### src/rtl/decode_stage.sv
// MIPS decode stage: splits instruction fields, classifies type, extends the
// immediate and computes branch/jump targets behind a one-entry handshake register.
module decode_stage #(
    parameter int PC_W  = 32,
    parameter int CNT_W = 16
) (
    input  logic             clk,
    input  logic             reset,
    input  logic             in_valid,
    output logic             in_ready,
    input  logic [31:0]      in_ins,
    input  logic [PC_W-1:0]  in_pc,
    input  logic             flush,
    output logic             out_valid,
    input  logic             out_ready,
    output logic [PC_W-1:0]  out_pc,
    output logic [5:0]       opcode,
    output logic [5:0]       funct,
    output logic [4:0]       shamt,
    output logic [4:0]       rs,
    output logic [4:0]       rt,
    output logic [4:0]       rd,
    output logic [25:0]      address,
    output logic [1:0]       ins_type,
    output logic [31:0]      imm_ext,
    output logic [PC_W-1:0]  branch_target,
    output logic [PC_W-1:0]  jump_target,
    output logic [CNT_W-1:0] decoded_count
);

    logic            w_accept;
    logic [5:0]      w_op;
    logic [1:0]      w_type;
    logic [31:0]     w_imm;
    logic [PC_W-1:0] w_pc4;
    logic [PC_W-1:0] w_boff;
    logic [PC_W-1:0] w_btgt;
    logic [PC_W-1:0] w_jtgt;

    assign in_ready = !reset && !flush && (!out_valid || out_ready);
    assign w_accept = in_valid && in_ready;
    assign w_op     = in_ins[31:26];

    // Branch offset is always sign-extended, independent of the imm_ext rule.
    assign w_pc4  = in_pc + PC_W'(3'd4);
    assign w_boff = PC_W'({{14{in_ins[15]}}, in_ins[15:0], 2'b00});
    assign w_btgt = w_pc4 + w_boff;

    generate
        if (PC_W == 28) begin : g_jt28
            assign w_jtgt = {in_ins[25:0], 2'b00};
        end else begin : g_jtn
            assign w_jtgt = {w_pc4[PC_W-1:28], in_ins[25:0], 2'b00};
        end
    endgenerate

    always_comb begin
        w_type = 2'd1;
        unique case (w_op)
            6'h00:        w_type = 2'd0;
            6'h02, 6'h03: w_type = 2'd2;
            6'h3F:        w_type = 2'd3;
            default:      w_type = 2'd1;
        endcase
    end

    always_comb begin
        w_imm = {{16{in_ins[15]}}, in_ins[15:0]};
        unique case (w_op)
            6'h0C, 6'h0D, 6'h0E: w_imm = {16'h0000, in_ins[15:0]};
            6'h0F:               w_imm = {in_ins[15:0], 16'h0000};
            default:             w_imm = {{16{in_ins[15]}}, in_ins[15:0]};
        endcase
    end

    always_ff @(posedge clk or posedge reset) begin
        if (reset) begin
            out_valid     <= 1'b0;
            out_pc        <= '0;
            opcode        <= '0;
            funct         <= '0;
            shamt         <= '0;
            rs            <= '0;
            rt            <= '0;
            rd            <= '0;
            address       <= '0;
            ins_type      <= '0;
            imm_ext       <= '0;
            branch_target <= '0;
            jump_target   <= '0;
            decoded_count <= '0;
        end else if (flush) begin
            out_valid <= 1'b0;
        end else if (w_accept) begin
            out_valid     <= 1'b1;
            out_pc        <= in_pc;
            opcode        <= w_op;
            funct         <= in_ins[5:0];
            shamt         <= in_ins[10:6];
            rs            <= in_ins[25:21];
            rt            <= in_ins[20:16];
            rd            <= in_ins[15:11];
            address       <= in_ins[25:0];
            ins_type      <= w_type;
            imm_ext       <= w_imm;
            branch_target <= w_btgt;
            jump_target   <= w_jtgt;
            decoded_count <= decoded_count + CNT_W'(1);
        end else if (out_ready) begin
            out_valid <= 1'b0;
        end
    end

endmodule
### config.mk
export PLATFORM = sky130hd
export DESIGN_NAME = decode_stage
export DESIGN_NICKNAME = d
export VERILOG_FILES = /design/src/rtl/decode_stage.sv
export SDC_FILE = /design/constraint.sdc
export NUM_CORES = 1
export LEC_CHECK = 0
export BUFFER_PORTS_ARGS = -buffer_cell sky130_fd_sc_hd__buf_4
export CAP_MARGIN = 15
export CORE_MARGIN = 10
export CORE_UTILIZATION = 55
export CTS_CLUSTER_DIAMETER = 200
export DETAILED_ROUTE_END_ITERATION = 10
export PLACE_DENSITY = 0.86
export SLEW_MARGIN = 25
export SYNTH_ARGS = -nofsm -noshare
export SYNTH_HDL_FRONTEND = slang
export SYNTH_SLANG_ARGS = --single-unit
### constraint.sdc
create_clock -name clk -period 9.7 [get_ports clk]
set_input_delay 0.485 -clock clk [delete_from_list [all_inputs] [get_ports clk]]
set_output_delay 0.485 -clock clk [all_outputs]
set_load 0.005 [all_outputs]
Word-level counts from Yosys, hierarchy flattened
Cells that the tools add are included.

word-level totals
  register bits after elaboration = 203
  bits in latches = 0
  bits in writable memories = 0
  memory bits (read-only) = 0
  bits of input ports = 69
  output and inout bits = 206
  logic and storage cells = 42
  memories kept = 0

operators by class
  add/sub/neg operators = 3
  $mul = 0
  div/mod/pow operators = 0
  $lt $le $gt $ge = 0
  equality and inequality tests = 7
  shifts and indexed selects = 0
  muxes and demuxes = 5
  bitwise gates (word level) = 1
  reductions and logical operators = 12

operators with widths
  operator                                              number
  one-hot mux 32 bit (2 select lines)                   1
  adder 32 x 3 -> 32 bit (second input constant)        1
  adder 32 bit                                          1
  equality test 6 x 4 -> 1 bit (second input constant)  4
  adder 16 x 1 -> 16 bit (second input constant)        1
  equality test 6 x 2 -> 1 bit (second input constant)  2
  equality test 6 bit (second input constant)           1
  logical NOT 6 bit                                     1
  one-hot mux 2 bit (3 select lines)                    1
  logical AND 1 bit                                     3
  logical NOT 1 bit                                     3
  two-way mux 1 bit                                     3
  nonzero test 3 bit                                    1
  OR reduction 3 bit                                    1
  AND reduction 2 bit                                   1
  OR reduction 2 bit                                    1
  logical OR 1 bit                                      1
  inverter 1 bit                                        1

Depth between registers and ports, before layout
  word-level depth = 6
  depth in mapped cells = 15
  mapped depth without buffers = 14

Least setup slack after synthesis
No wires, ideal clock.

  kind = input port to flip-flop
  from = input in_pc[7]
  to = register branch_target[30]
  arrival time = 2.974 ns
  data required time = 9.579 ns
  path slack = 6.605 ns
  stages = 14
  buffers on the path = 1
  cell sequence = nand4_2 nor3_2 and2_1 nand3_1 xnor2_1 ha_1 buf_6 and3_1 a31oi_1 o41ai_4 o41a_4 a31oi_2 xor2_1 o21ai_1

between the ends
  cells in the longest elaborated chain, start to end = 2

ends and longest elaborated chain
  element                 line  RTL
  start: declaration      12    input logic [PC_W-1:0] in_pc,
  adder 32 x 3 -> 32 bit  45    assign w_pc4 = in_pc + PC_W'(3'd4);
  adder 32 bit            47    assign w_btgt = w_pc4 + w_boff;
  end signal: assignment  106   branch_target <= w_btgt;
  end: declaration        26    output logic [PC_W-1:0] branch_target,

No other way between the ends.
A chain may end at the register's enable or synchronous reset.

Final worst setup path
  from = input in_pc[5]
  to = register branch_target[30]

The elaborated chain is that of the path after synthesis.

==> results.yml <==
die:
  die_height_um: 142.6
  ios: 275
  initial_core_util_pct: 56.45
  core_um2: 14640
  die_area_um2: 20330
  rows: 44
  die_width_um: 142.6
sta:
  min_period_ns: 3.198
  rsz0062_at_grt: "false"
  setup_viol: 0
  worst_slack_ns: 6.502
  maxSlewHeadroom_pct: 29.65
  slew_viol_final: 0
  whs_ns: 0.2191
  timing.fmax_ghz: 0.3127
  hold_viol_final: 0
  worst_slew_pin_slew_ns: 1.051
  fin_skew_ns: 0.01026
  finalSetupTns_ns: 0
  period_share_pct: 32.97
routing:
  via_per_inst: 5.618
  wl_per_cell_um: 19.55
  wirelength_mm: 25.12
  antenna_left: 0
  drtIter0Drc: 508
  drc: 0
  first_pass_iters: 5
  vias: 7219
clock_network:
  clk_pin_slew_ns: 0.07
  cts_resized: 0
  htreeDepth: 4
  post-cts-setup-buffer-count: 0
  cts-root-buf: "clkbuf_16"
  cts_tree: "done"
  cts-buffers-inserted: 17
  ctsHoldBuffers: 0
  cts_sinks: 149
  clk_latency_ns: 0.42
  cts_buffer_depth: 2
pwr:
  vdd_ir_drop_max_v: 0.0001056
  power_density_nw_per_um2: 197.2
  power.leakage_uw: 0.005436
global_route:
  grt_pass1_wl_mm: 39.27
  antenna_found_initial: 0
  grt_start_max_net_pins: 118
  overflow: 0
  grt_usage_pct: 24.39
  grt_pass1_vias: 7158
placed_design:
  portBuffers: 272
  place_ws_ns: 6.117
  gp_congestion: 0.9360
  dp_hpwl_mm: 19.03
yosys:
  ys_ff_latch: 149
  async_flop_share_pct: 100.0
  synth_top_flop_cell: "dfrtp_1"
  syn_avg_cell_area_um2: 9.341
  synth_common_cells: "267 x nand2_1, 149 x dfrtp_1, 56 x buf_4"
  ys_seq_area_share_pct: 45.10
  synth_top_area_share_pct: 45.10
  synth_area_leaders: "dfrtp_1 45%, nand2_1 12%, ha_1 5.8%"
  synthDistinctLibCells: 69
  yosysWarnings: 0
  synth-edff-count: 0
  synth_top_cell_by_area: "dfrtp_1"
  yosysMostFrequentCell: "nand2_1"
  netlist_instances: 885
  syn_area_um2: 8267
setup_path:
  worstSetupPathType: "in2reg"
  worstPathMaxFanout: 7
  crit_buf_inv: 1
  crit_family: "simple AND/OR/NAND/NOR gates"
  cp-end-kind: "register"
  startpoint_type: "primary input"
  crit_chain: "buf_4, nand4_2, nor3_2, and2_1, nand3_1, xnor2_1, ha_1, and3_1, a31oi_1, o41ai_4, o41a_4, a31oi_2, xor2_1, o21ai_1"
  worstPathArrival_ns: 3.47
  worst_path_max_delay_cell: "ha_1"
  slowest_delay_ns: 0.40
  crit_required_ns: 9.97
cells_and_area:
  nNetsFinal: 1196
  drive_gt1_share_pct: 30.88
  n_antenna_cell: 0
  area_growth_syn_to_layout_pct: 28.00
min_path:
  hold_path.class: "in2async"
outcome:
  status: "completed"
flow_run:
  drv_cap: 0
## worst paths after layout
kind,from,endpoint,slack (ns),cells past startpoint
setup / recovery,in_pc[5],branch_target[30],6.50,14
hold / removal,reset,out_valid,0.22,2
setup reg to reg,out_valid,imm_ext[29],6.75,6
hold reg to reg,out_pc[26],out_pc[26],0.48,2
max in group asynchronous,reset,imm_ext[30],8.18,3
min in group clk,in_pc[0],out_pc[0],0.25,3
## report_power, final
group	total, uW	switching [uW]	internal (uW)	leakage, uW
Sequential	823	88.0	735	0.00187
Combinational	588	277	311	0.00329
Clock	675	271	404	0.000284
## state kept, by name, summed over array words and instances, names as in the netlist, 5 cells and up
name,count
opcode,6
jump_target,5
branch_target,30
imm_ext,32
funct,5
out_pc,32
decoded_count,16
## stage by stage
step	util, %	std cells	cell area, um2	power, uW
2_1_floorplan	-	886	8270	1111
3_3_place_gp	68.05	1253	9965	1405
3_5_place_dp	68.05	1253	9965	1426
4_1_cts	72.21	1285	10580	2105
5_1_grt	72.26	1285	10580	2199
6_report	72.26	1285	10580	2087
## metal layers
metal  GRT usage, %  wire length, um  vias up
met5              0                0        -
met4          8.198              535        0
met3          7.343             2471       38
met2          40.01            11930      356
met1          30.06            10180     3451
li1               -                -     3374
## kinds of logic after synthesis
group,Yosys count,synth area share [%]
AO/OA/AOI/OAI,155,13.49
multiplexers,1,0.1362
AND/OR/NAND/NOR,373,20.01
flip-flops,149,45.10
buffers and inverters,100,7.855
XOR/XNOR,67,7.371
adder cells (fa/ha/maj),39,5.994
other,1,0.04536
## cell usage in the layout, fill, tap and decap left out, types with 4 or more instances in the layout
cell type   count
buf_4         274
nand2_1       266
dfrtp_1       149
xnor2_1        45
ha_1           38
o21ai_0        29
a21oi_1        25
nand3_1        24
nor2_1         23
xor2_1         19
o21ai_1        19
clkbuf_16      17
a22o_1         16
a221o_1        15
a21o_1         11
and3_1          9
nand4_1         9
inv_1           7
o21bai_1        6
nand2b_1        5
nor3_1          5
a211oi_1        5
clkinvlp_4      5
o31ai_1         4
inv_6           4
## area by class of cell
cell class,instances,area [um2]
multi-input combinational,637,3909
inverter,8,35.03
clock inverter,12,143.9
sequential,149,3729
fill,1105,4063
timing repair buffer,275,2068
clock buffer,20,466.7
tap,184,230.2
Note: power is estimated with default switching activity, not from simulation.
